**config.mk**
```make
export PLATFORM = sky130hd
export DESIGN_NAME = thread_issue_sched
export DESIGN_NICKNAME = d
export VERILOG_FILES = /design/src/rtl/thread_issue_sched_pkg.sv /design/src/rtl/thread_issue_sched_nxt.sv /design/src/rtl/thread_issue_sched.sv
export SDC_FILE = /design/constraint.sdc
export NUM_CORES = 1
export LEC_CHECK = 0
export CAP_MARGIN = 20
export CORE_MARGIN = 4
export CORE_UTILIZATION = 32
export DETAILED_ROUTE_END_ITERATION = 7
export PLACE_DENSITY_LB_ADDON = 0.15
export SETUP_SLACK_MARGIN = 0.3
export SLEW_MARGIN = 10
export SYNTH_ARGS = -nofsm -noshare
export SYNTH_HDL_FRONTEND = slang
export SYNTH_HIERARCHICAL = 1
export SYNTH_SLANG_ARGS = --single-unit
```
**constraint.sdc**
```tcl
create_clock -name CLK -period 2.1 [get_ports CLK]
set_clock_uncertainty 0.2 [all_clocks]
set_input_delay 0.21 -clock CLK [delete_from_list [all_inputs] [get_ports CLK]]
set_output_delay 0.21 -clock CLK [all_outputs]
set_load 0.01 [all_outputs]
```
**src/rtl/thread_issue_sched_pkg.sv**
```systemverilog
// Shared definitions for the sha512 thread issue scheduler: thread_num field
// layout {core, ctx, seq}, width helper, and the engine's fixed thread order.
package thread_issue_sched_pkg;

  localparam int SEQ_BIT  = 0;
  localparam int CTX_BIT  = 1;
  localparam int CORE_LSB = 2;

  typedef enum logic {
    SCAN  = 1'b0,
    OFFER = 1'b1
  } sched_state_e;

  function automatic int msb_of(input int v);
    if (v <= 1) return 0;
    return $clog2(v + 1) - 1;
  endfunction

  function automatic int tn_w(input int n_cores);
    return msb_of(n_cores - 1) + 3;
  endfunction

  // Core advances fastest; ctx flips on core wrap; seq flips when ctx wraps 1->0.
  function automatic logic [31:0] nxt_thread(input logic [31:0] t, input int n_cores);
    logic [31:0] c;
    logic        x;
    logic        s;
    logic        wrap;
    c    = t >> CORE_LSB;
    x    = t[CTX_BIT];
    s    = t[SEQ_BIT];
    wrap = (c == 32'(n_cores - 1));
    return ((wrap ? 32'd0 : c + 32'd1) << CORE_LSB)
         | {30'd0, (wrap ? ~x : x), ((wrap & x) ? ~s : s)};
  endfunction

endpackage

```
**src/rtl/thread_issue_sched_nxt.sv**
```systemverilog
// Next-thread combinational block: maps a thread number to its successor in
// the engine's fixed issue order.
module thread_issue_sched_nxt
  import thread_issue_sched_pkg::*;
#(
  parameter int N_CORES = 3,
  parameter int TN_W    = tn_w(N_CORES)
) (
  input  logic [TN_W-1:0] t,
  output logic [TN_W-1:0] t_nxt
);

  assign t_nxt = TN_W'(nxt_thread(32'(t), N_CORES));

endmodule

```
**src/rtl/thread_issue_sched.sv**
```systemverilog
// Per-engine sha512 thread issue scheduler: scans threads in engine order and
// offers eligible ones, tracking in-flight threads in a busy mask.
// Optional stall counter output enabled by THREAD_ISSUE_SCHED_STATS_EN.
module thread_issue_sched
  import thread_issue_sched_pkg::*;
#(
  parameter int N_CORES = 3,
  localparam int TN_W   = tn_w(N_CORES),
  localparam int N_TV   = 2 ** TN_W
) (
  input  logic            CLK,
  input  logic            reset,
  input  logic [N_TV-1:0] thread_ready,
  output logic            issue_valid,
  output logic [TN_W-1:0] issue_thread,
  input  logic            issue_accept,
  input  logic            done_valid,
  input  logic [TN_W-1:0] done_thread,
  output logic [N_TV-1:0] busy,
  output logic            err
`ifdef THREAD_ISSUE_SCHED_STATS_EN
 ,output logic [31:0]     stall_cnt
`endif
);

  sched_state_e    state_q, state_d;
  logic [TN_W-1:0] ptr_q, ptr_d;
  logic            issue_valid_q, issue_valid_d;
  logic [TN_W-1:0] issue_thread_q, issue_thread_d;
  logic [N_TV-1:0] busy_q, busy_d;
  logic            err_q, err_d;
  logic [TN_W-1:0] ptr_nxt;
  logic [TN_W-1:0] issue_nxt;
  logic            done_core_bad;

  thread_issue_sched_nxt #(.N_CORES(N_CORES), .TN_W(TN_W)) u_scan_nxt (
    .t     (ptr_q),
    .t_nxt (ptr_nxt)
  );

  thread_issue_sched_nxt #(.N_CORES(N_CORES), .TN_W(TN_W)) u_issue_nxt (
    .t     (issue_thread_q),
    .t_nxt (issue_nxt)
  );

  assign done_core_bad = 32'(done_thread[TN_W-1:CORE_LSB]) >= 32'(N_CORES);

  always_comb begin
    state_d        = state_q;
    ptr_d          = ptr_q;
    issue_valid_d  = issue_valid_q;
    issue_thread_d = issue_thread_q;
    busy_d         = busy_q;
    err_d          = err_q;

    // Done is applied first so a same-cycle transfer's busy set wins.
    if (done_valid) begin
      if (done_core_bad || !busy_q[done_thread]) begin
        err_d = 1'b1;
      end else begin
        busy_d[done_thread] = 1'b0;
      end
    end

    case (state_q)
      SCAN: begin
        if (thread_ready[ptr_q] && !busy_q[ptr_q]) begin
          issue_thread_d = ptr_q;
          issue_valid_d  = 1'b1;
          state_d        = OFFER;
        end else begin
          ptr_d = ptr_nxt;
        end
      end
      OFFER: begin
        if (issue_accept) begin
          busy_d[issue_thread_q] = 1'b1;
          ptr_d                  = issue_nxt;
          issue_valid_d          = 1'b0;
          state_d                = SCAN;
          if (done_valid && done_thread == issue_thread_q) err_d = 1'b1;
        end
      end
      default: state_d = SCAN;
    endcase
  end

  always_ff @(posedge CLK) begin
    if (reset) begin
      state_q        <= SCAN;
      ptr_q          <= '0;
      issue_valid_q  <= 1'b0;
      issue_thread_q <= '0;
      busy_q         <= '0;
      err_q          <= 1'b0;
    end else begin
      state_q        <= state_d;
      ptr_q          <= ptr_d;
      issue_valid_q  <= issue_valid_d;
      issue_thread_q <= issue_thread_d;
      busy_q         <= busy_d;
      err_q          <= err_d;
    end
  end

  assign issue_valid  = issue_valid_q;
  assign issue_thread = issue_thread_q;
  assign busy         = busy_q;
  assign err          = err_q;

`ifdef THREAD_ISSUE_SCHED_STATS_EN
  logic [31:0] stall_cnt_q, stall_cnt_d;

  // Counts idle scan cycles and offers the engine did not take; saturating.
  always_comb begin
    stall_cnt_d = stall_cnt_q;
    if ((state_q == SCAN || !issue_accept) && stall_cnt_q != 32'hFFFF_FFFF) begin
      stall_cnt_d = stall_cnt_q + 32'd1;
    end
  end

  always_ff @(posedge CLK) begin
    if (reset) stall_cnt_q <= '0;
    else       stall_cnt_q <= stall_cnt_d;
  end

  assign stall_cnt = stall_cnt_q;
`endif

endmodule
```
==> results of run 1 <==
==> layout by cell type, fill, tap and decap left out, drive strengths merged, types with 2 or more instances in the layout <==
cell and count:
dfxtp 27, nor2b 5, o21ai 7, xor2 4, nand3 4, nor3 8, and3b 5, inv 9
a21oi 16, mux4 3, nand2b 4, ha 2, nor2 26, and2b 2, nor4b 2, o22ai 3
a221oi 2, nand2 17, a31oi 3, a211oi 2, clkbuf 4, mux2i 3, clkdlybuf4s50 43, a22oi 7
buf 26, nor3b 4, nor4 2, nand3b 2, a32o 4
==> sequential cells by signal (all words and copies together) (netlist names) <==
signal and cells:
state_q 1, err 1, ptr_q 4, issue_valid 1, issue_thread 4, busy 16
==> worst max path at each step <==
| stage | from | to | slack, ps | cells after the start |
|---|---|---|---|---|
| floorplan | ptr_q[0] | ptr_q[0] | 290 | 7 |
| global placement | done_thread[0] | err | -120 | 8 |
| detailed placement | done_thread[0] | err | -110 | 8 |
| CTS | ptr_q[0] | ptr_q[1] | 150 | 8 |
| global route | ptr_q[0] | ptr_q[0] | 60 | 8 |
| finish | ptr_q[0] | ptr_q[0] | 140 | 8 |
==> routing by layer <==
layer	part of all wire, %	vias up	wire [um]
met2	46	60	2430
met4	1.5	0	79
met1	46	794	2450
met5	0	-	0
met3	5.8	7	303
li1	-	844	-
==> cells by family after synthesis <==
kind of cell	Yosys count	share of synthesized area, %
XOR/XNOR	4	2.14
AO/OA/AOI/OAI	51	21.4
flip-flops	27	33.1
adder cells (fa/ha/maj)	2	1.53
AND/OR/NAND/NOR	86	29.2
buffers and inverters	22	6.66
multiplexers	6	5.97
==> repair_timing <==
| action | 4_1_cts | 5_1_grt |
|---|---|---|
| setup buffers | 6 | 0 |
| pin swaps | 9 | 11 |
| endpoints found under the setup margin | 14 | 16 |
| gates resized for setup | 22 | 18 |
| cloned | 1 | 0 |
==> worst max-delay path: cells and delay by family, from the launching register on <==
kind                   cells  cell delay (ps)
AO/OA/AOI/OAI              3              500
buffers and inverters      2              320
flip-flops                 1              390
AND/OR/NAND/NOR            3              500
==> layout make-up <==
type / count / area share [%]
multi-input combinational: 149 / 44.0
sequential: 27 / 22.1
tap: 67 / 3.33
inverter: 9 / 1.34
timing repair buffer: 71 / 27.4
clock buffer: 4 / 1.79
==> per-stage QoR <==
step | setup slack, ps | TNS (ps) | std cells | hold WS (ps) | instance area (um^2)
after floorplan | 291 | 0 | 198 | 151 | 1660
after global placement | -120 | -605 | 316 | 259 | 2280
after detailed placement | -109 | -714 | 316 | 268 | 2280
after CTS | 154 | 0 | 327 | 279 | 2460
after global routing | 64.1 | 0 | 327 | 310 | 2520
final | 143 | 0 | 327 | 287 | 2520
==> where the power goes <==
| part | leakage [uW] | internal, uW | switching, uW |
|---|---|---|---|
| combinational | 0.000697 | 627 | 572 |
| clock | 0.0000228 | 137 | 183 |
| sequential | 0.000223 | 603 | 154 |
| total | 0.000943 | 1370 | 908 |
==> impl_metrics.env, run 1 <==
export IMPL_grt_total_usage_pct=17.5
export IMPL_routed_via_density=5.21
export IMPL_syn_area_um2=1630
export IMPL_port_buffers=45
export IMPL_ir_drop_mv=0.321
export IMPL_worstPathMaxFanout=6
export IMPL_gr_usage_met1_pct=23.5
export IMPL_hold_viol=0
export IMPL_end_kind="flop"
export IMPL_grt_pass1_wl_um=8710
export IMPL_min_path_cells=2
export IMPL_gp_congestion=0.902
export IMPL_ys_flop_type="dfxtp_1"
export IMPL_rsz0062_at_grt="yes"
export IMPL_cts_sinks=27
export IMPL_area_growth_synth_to_final_pct=54.0
export IMPL_route_detailed_drc=0
export IMPL_h_tree_depth=1
export IMPL_die_h_um=79.5
export IMPL_routedWlPerCell_um=16.1
export IMPL_cts_clk_slew_worst_paths_ps=100
export IMPL_holdCritPathClass="reg2reg"
export IMPL_seq_area_frac_synth_pct=33.1
export IMPL_multi_input_area_um2=1110
export IMPL_detail_route_iter0_violations=121
export IMPL_cp_start_kind="flop"
export IMPL_relSlewSlack_pct=75.8
export IMPL_synth_fp_nets=224
export IMPL_antenna_left=0
export IMPL_cts_tree="yes"
export IMPL_r2r_slack_ps=140
export IMPL_first_global_vias=1757
export IMPL_setup_worst_path_class="reg2reg"
export IMPL_yosysMostFrequentCell="dfxtp_1"
export IMPL_drv_slew=0
export IMPL_reg2regPathDepth=8
export IMPL_required_ps=2120
export IMPL_cts_buffer_depth=2
export IMPL_io_pins=46
export IMPL_period_share_pct=93.2
export IMPL_setup_viol=0
export IMPL_async_flop_share_pct=0
export IMPL_r2r_start="ptr_q[0]"
export IMPL_powerDensity_nw_per_um2=904
export IMPL_core_um2=4850
export IMPL_grt_max_degree=15
export IMPL_die_area_um2=6310
export IMPL_grt_overflow=0
export IMPL_yosys_area_top_type="dfxtp_1"
export IMPL_start_util_pct=33.7
export IMPL_synthDistinctLibCells=44
export IMPL_period_minus_slack_ps=1960
export IMPL_fmax_mhz=511
export IMPL_synth_top_cell_area_share_pct=33.1
export IMPL_diodes=0
export IMPL_netlist_instances=198
export IMPL_timing_rr_end="ptr_q[0]"
export IMPL_synth_seq_cells=27
export IMPL_busiest_layer="met2"
export IMPL_critical_path_max_stage_delay_ps=390
export IMPL_grt_use_met2_pct=28.3
export IMPL_clk_latency_ps=280
export IMPL_crit_chain="buf_12, nor4b_4, nor4_4, a211oi_2, nand4_2, buf_6, a21oi_1, a32o_1"
export IMPL_p_leak_uw=0.000943
export IMPL_root_buffer="clkbuf_8"
export IMPL_layout_nets=287
export IMPL_rows=25
export IMPL_worst_ep_arrival_time_ps=1980
export IMPL_total_power_uw=2280
export IMPL_drive_gt1_share_pct=27.7
export IMPL_status="completed"
export IMPL_min_from="issue_valid"
export IMPL_ff_latch_area_um2=556
export IMPL_yosysWarningCount=6
export IMPL_synth_edf_count=0
export IMPL_dpl_hpwl_um=3910
export IMPL_drv_cap=0
export IMPL_fp_dieW_um=79.5
export IMPL_syn_area_per_cell_um2=8.25
export IMPL_ys_top_cells_by_area="dfxtp_1 33%, nor2_1 6.0%, a21oi_1 4.6%"
export IMPL_netlist_top_cells_count="27 x dfxtp_1, 26 x nor2_1, 17 x nand2_1"
export IMPL_drt_total_wl_um=5260
export IMPL_holdPathEnd="issue_valid"
export IMPL_via_count=1705
export IMPL_grt_util_met3_pct=3.39
export IMPL_numCtsBuffers=3
export IMPL_tightestPinTransition_ps=362
export IMPL_nFillCells=460
export IMPL_cp_slowest_cell="dfxtp_4"
export IMPL_dr_pass1_iters=4
export IMPL_antenna_found_initial=0
export IMPL_fin_util_pct=51.9
export IMPL_hold_buffers=0
(Power assumes the default switching activity.)
==> inputs of run 2 (changes only) <==
CORE_ASPECT_RATIO = 0.6   (was unset)
CORE_MARGIN = unset   (was 4)
==> run 2 against run 1 <==
  * Fmax fell by 1.1%
  * Highest routed layer unchanged
  * Cell area fell by 3.6%
  * Largest cell class unchanged
  * Worst setup slack got worse by 22 ps
==> impl_metrics.env, run 2 (synthesized netlist as in run 1, its figures left out) <==
export IMPL_status="completed"
export IMPL_antenna_left=0
export IMPL_first_global_vias=1532
export IMPL_grt_total_usage_pct=20.7
export IMPL_required_ps=2080
export IMPL_cts_sinks=27
export IMPL_drv_cap=0
export IMPL_final_common_cell="clkdlybuf4s50_1"
export IMPL_cp_slowest_cell="dfxtp_4"
export IMPL_start_util_pct=34.5
export IMPL_routedWlPerCell_um=16.7
export IMPL_worst_ep_arrival_time_ps=1960
export IMPL_drv_slew=0
export IMPL_holdWs_ps=274
export IMPL_clk_latency_ps=280
export IMPL_worstPathMaxFanout=7
export IMPL_crit_path_frequent_cell="buf_6"
export IMPL_relSlewSlack_pct=70.0
export IMPL_hold_viol=0
export IMPL_port_buffers=45
export IMPL_cpLargestDelayFamily="compound AO/OA/AOI/OAI gates"
export IMPL_via_count=1705
export IMPL_cts_clk_slew_worst_paths_ps=100
export IMPL_dpl_hpwl_um=3950
export IMPL_most_common_layout_cells="42 x clkdlybuf4s50_1, 26 x nor2_1, 21 x dfxtp_1"
export IMPL_final_area_um2=2430
export IMPL_cts_tree="yes"
export IMPL_period_share_pct=94.3
export IMPL_routed_via_density=5.33
export IMPL_drt_total_wl_um=5330
export IMPL_root_buffer="clkbuf_8"
export IMPL_powerDensity_nw_per_um2=933
export IMPL_grt_pass1_wl_um=8340
export IMPL_critical_path_max_stage_delay_ps=390
export IMPL_cts_buffer_depth=2
export IMPL_fp_dieW_um=94.3
export IMPL_period_minus_slack_ps=1980
export IMPL_core_um2=4730
export IMPL_holdCritPathClass="reg2reg"
export IMPL_grt_overflow=0
export IMPL_gp_congestion=0.896
export IMPL_rsz0062_at_grt="yes"
export IMPL_die_area_um2=5410
export IMPL_detail_route_iter0_violations=134
export IMPL_rows=19
export IMPL_antenna_found_initial=0
export IMPL_route_detailed_drc=0
export IMPL_crit_buf_inv=2
export IMPL_h_tree_depth=1
export IMPL_end_kind="flop"
export IMPL_placed_area_um2=2270
export IMPL_crit_chain="buf_6, and3b_1, o21ai_0, a2bb2oi_2, nand4_2, buf_6, a21oi_2, a32o_1"
export IMPL_setup_viol=0
export IMPL_hold_buffers=0
export IMPL_ir_drop_mv=0.330
export IMPL_diodes=0
export IMPL_dr_pass1_iters=5
export IMPL_numCtsBuffers=3
export IMPL_p_leak_uw=0.000919
export IMPL_die_h_um=57.4
export IMPL_grt_max_degree=17
export IMPL_layout_nets=284
export IMPL_io_pins=46
export IMPL_tightestPinTransition_ps=449
export IMPL_area_growth_synth_to_final_pct=48.5
export IMPL_setup_worst_path_class="reg2reg"
export IMPL_fmax_mhz=505
export IMPL_cp_start_kind="flop"
export IMPL_largest_register_ffs=16
export IMPL_drive_gt1_share_pct=23.3
## run 2: cell count changes in the layout (fill, tap and decap cells not counted), moves of 2 or more
cell	previous run	this run
dfxtp_1	19	21
a221oi_2	2	0
dfxtp_2	6	4
a221oi_1	0	2
## run 2: metrics by stage
step	TNS (ps)	setup WS [ps]	power, uW	utilization, %	std cells
after detailed placement	-913	-127	1760	47.9	312
after CTS	0	103	2200	50.3	319
final	0	120	2260	51.3	320
after global placement	-546	-79.4	1760	47.9	312
after global routing	0	40.4	2400	51.3	320
after floorplan	0	291	1400	-	198
## run 2: area by class of cell
type                            count  area, um^2
Clock buffer                        3        41.3
Timing Repair Buffer               68         654
Sequential cell                    27         553
Clock inverter                      1        7.51
Multi-Input combinational cell    149        1060
Tap cell                           63        78.8
Fill cell                         470        2300
Inverter                            9        33.8
## run 2: tightest hold or removal path: cells and delay by family, from the launching register on
kind            cells  cell delay [ps]
flops               1              320
simple gates        1               70
compound gates      1               50
## run 2: final timing paths
check             slack (ps)        start  cells after the start          end
hold reg to reg          270  issue_valid                      2  issue_valid
setup reg to reg         120     ptr_q[0]                      8     ptr_q[1]
hold / removal           270  issue_valid                      2  issue_valid
setup / recovery         120     ptr_q[0]                      8     ptr_q[1]
## run 2: what timing repair did
item | CTS | global route
endpoints found under the setup margin | 16 | 20
hold endpoints to repair | 0 | 0
setup buffers | 3 | 1
pin swaps | 10 | 1
cloned | 0 | 0
resized for setup | 17 | 8
## run 2: power breakdown
group | total [uW] | internal (uW) | switching [uW]
clock network | 320 | 135 | 184
logic | 1200 | 631 | 567
registers | 745 | 602 | 143
total | 2260 | 1370 | 894
## run 2: layer usage
layer	routed length, um	global-route usage [%]
met5	0	0
met4	48	5.05
met3	636	4.13
met2	1930	25.4
met1	2720	35.0
==> inputs of run 3 (changes only) <==
SLEW_MARGIN = unset   (was 10)
==> results of run 3 <==
Final layout, timing and power as in run 2 (identical DEF).
==> patch, RTL diff (config.mk and constraints of run 1) <==
`N_CORES` is set to 3 in 2 places; all go to 2.
--- a/src/rtl/thread_issue_sched_nxt.sv
+++ b/src/rtl/thread_issue_sched_nxt.sv
@@ -5,3 +5,3 @@
 #(
-  parameter int N_CORES = 3,
+  parameter int N_CORES = 2,
   parameter int TN_W    = tn_w(N_CORES)
--- a/src/rtl/thread_issue_sched.sv
+++ b/src/rtl/thread_issue_sched.sv
@@ -6,3 +6,3 @@
 #(
-  parameter int N_CORES = 3,
+  parameter int N_CORES = 2,
   localparam int TN_W   = tn_w(N_CORES),
Interface: changed (resized busy, done_thread, issue_thread and thread_ready); port bits go from 46 to 28. The function was not compared with the original's and may differ.
==> patch against run 1 <==
Global-route usage down 2.3 points. Wire length down 39%. Fmax up 6.3%. Via count down 37%. Total power down 37%. Core utilization down 5.5 points. Area after synthesis down 33%. Cell area down 38%. Sequential power down 33%. Worst setup slack better by 0.12 ns. Final cell count down 37%. Sequential cell count down 10. Critical endpoint is now ptr_q[1].
==> patch: results (changes against run 1) <==
metric;value;unit;change
pg_clk;0.000179;W;-44%
synthXorXnorAreaFrac;3.185;%;+1.0 points
cts_setup_buffers;6;;unchanged
clockRootBuffer;clkbuf_4;;
dp_slack;0.001828;ns;+0.1106 ns
p_leak;0.5707;nW;-39%
drt_wl_total;3235;um;-39%
multi_input_area_share;46.77;%;+2.8 points
place_hpwl;2400;um;-39%
signal_buffers;39;;-45%
layout.non_clock_inverters;7;;-2
rr_worst_depth;5;;-3
synth-compound-area-share;19.57;%;-1.9 points
cts_sinks;17;;-37%
nFillCells;359;;-22%
n_tap_cell;46;;-31%
num_antenna_cells;0;;unchanged
grt_max_degree;14;;-1
wl_per_cell;15.70;um;-2.4%
clk_pin_slew_worst_paths;0.10;ns;about the same
finalNetCount;178;;-38%
peakVddDrop;0.3108;mV;-3.3%
finalHoldWorstSlack;0.2954;ns;+0.008163 ns
regToRegStartpoint;ptr_q[1];;
routabilityCongestion;0.9653;;+7.0%
seq_share;22.70;%;+0.62 points
drive_gt1_share;23.13;%;-4.6 points
synth_fa_ha_area_share;2.275;%;+0.74 points
swShare;39.92;%;about the same
placed_cell_area;0.001446;mm2;-37%
p_comb;0.000748;W;-38%
status;complete, no violations;;
io_buffer_count;27;;-40%
clkCellAreaFrac;1.696;%;-0.094 points
netlist_instances;124;;-37%
synth_common_cells;dfxtp_1 (17), nor2_1 (15), nand2_1 (9);;
synthMuxAreaShare;10.81;%;+4.8 points
regToRegSetupSlack;0.26;ns;+0.12 ns
place_inst;195;;-38%
comb.multi_input.count;93;;-38%
switching_power;0.0005723;W;-37%
largest_reg_flops;8;;-8
cts_resized;8;;-64%
ys_seq_area_share;30.94;%;-2.1 points
timing.rr.end;ptr_q[1];;
path_max_fanout;5;;-1
syn_nets;141;;-37%
min_path_cells;1;;-1
tightest_slew;0.4569;ns;+0.09447 ns
vias_per_cell;5.209;;-0.10%
patch: cell count changes in the layout (fill, tap and decap cells not counted), moves of 4 or more:
cell             change
a21oi_1              -9
dfxtp_1              -9
buf_6                -5
buf_4                -7
nor3_1               -5
nand2_1              -7
a21oi_2              -4
clkdlybuf4s50_1     -16
o21ai_1              -5
nor2_1              -10
patch: layer usage:
layer	wire [um]	part of all wire [%]	GRT usage, %
met1	1428	44	17.95
met2	1657	51	27.10
met3	106	3.3	2.698
met4	43	1.3	5.838
met5	0	0	0
patch: worst max path at each step:
stage                    startpoint              end  slack [ns]  cells after the start
floorplan                  ptr_q[1]         ptr_q[1]        0.29                      6
global placement    thread_ready[6]      issue_valid        0.01                      6
detailed placement  thread_ready[0]  issue_thread[1]       0.002                      6
CTS                        ptr_q[1]  issue_thread[1]        0.27                      5
global route               ptr_q[1]         ptr_q[1]        0.21                      5
finish                     ptr_q[1]         ptr_q[1]        0.26                      5
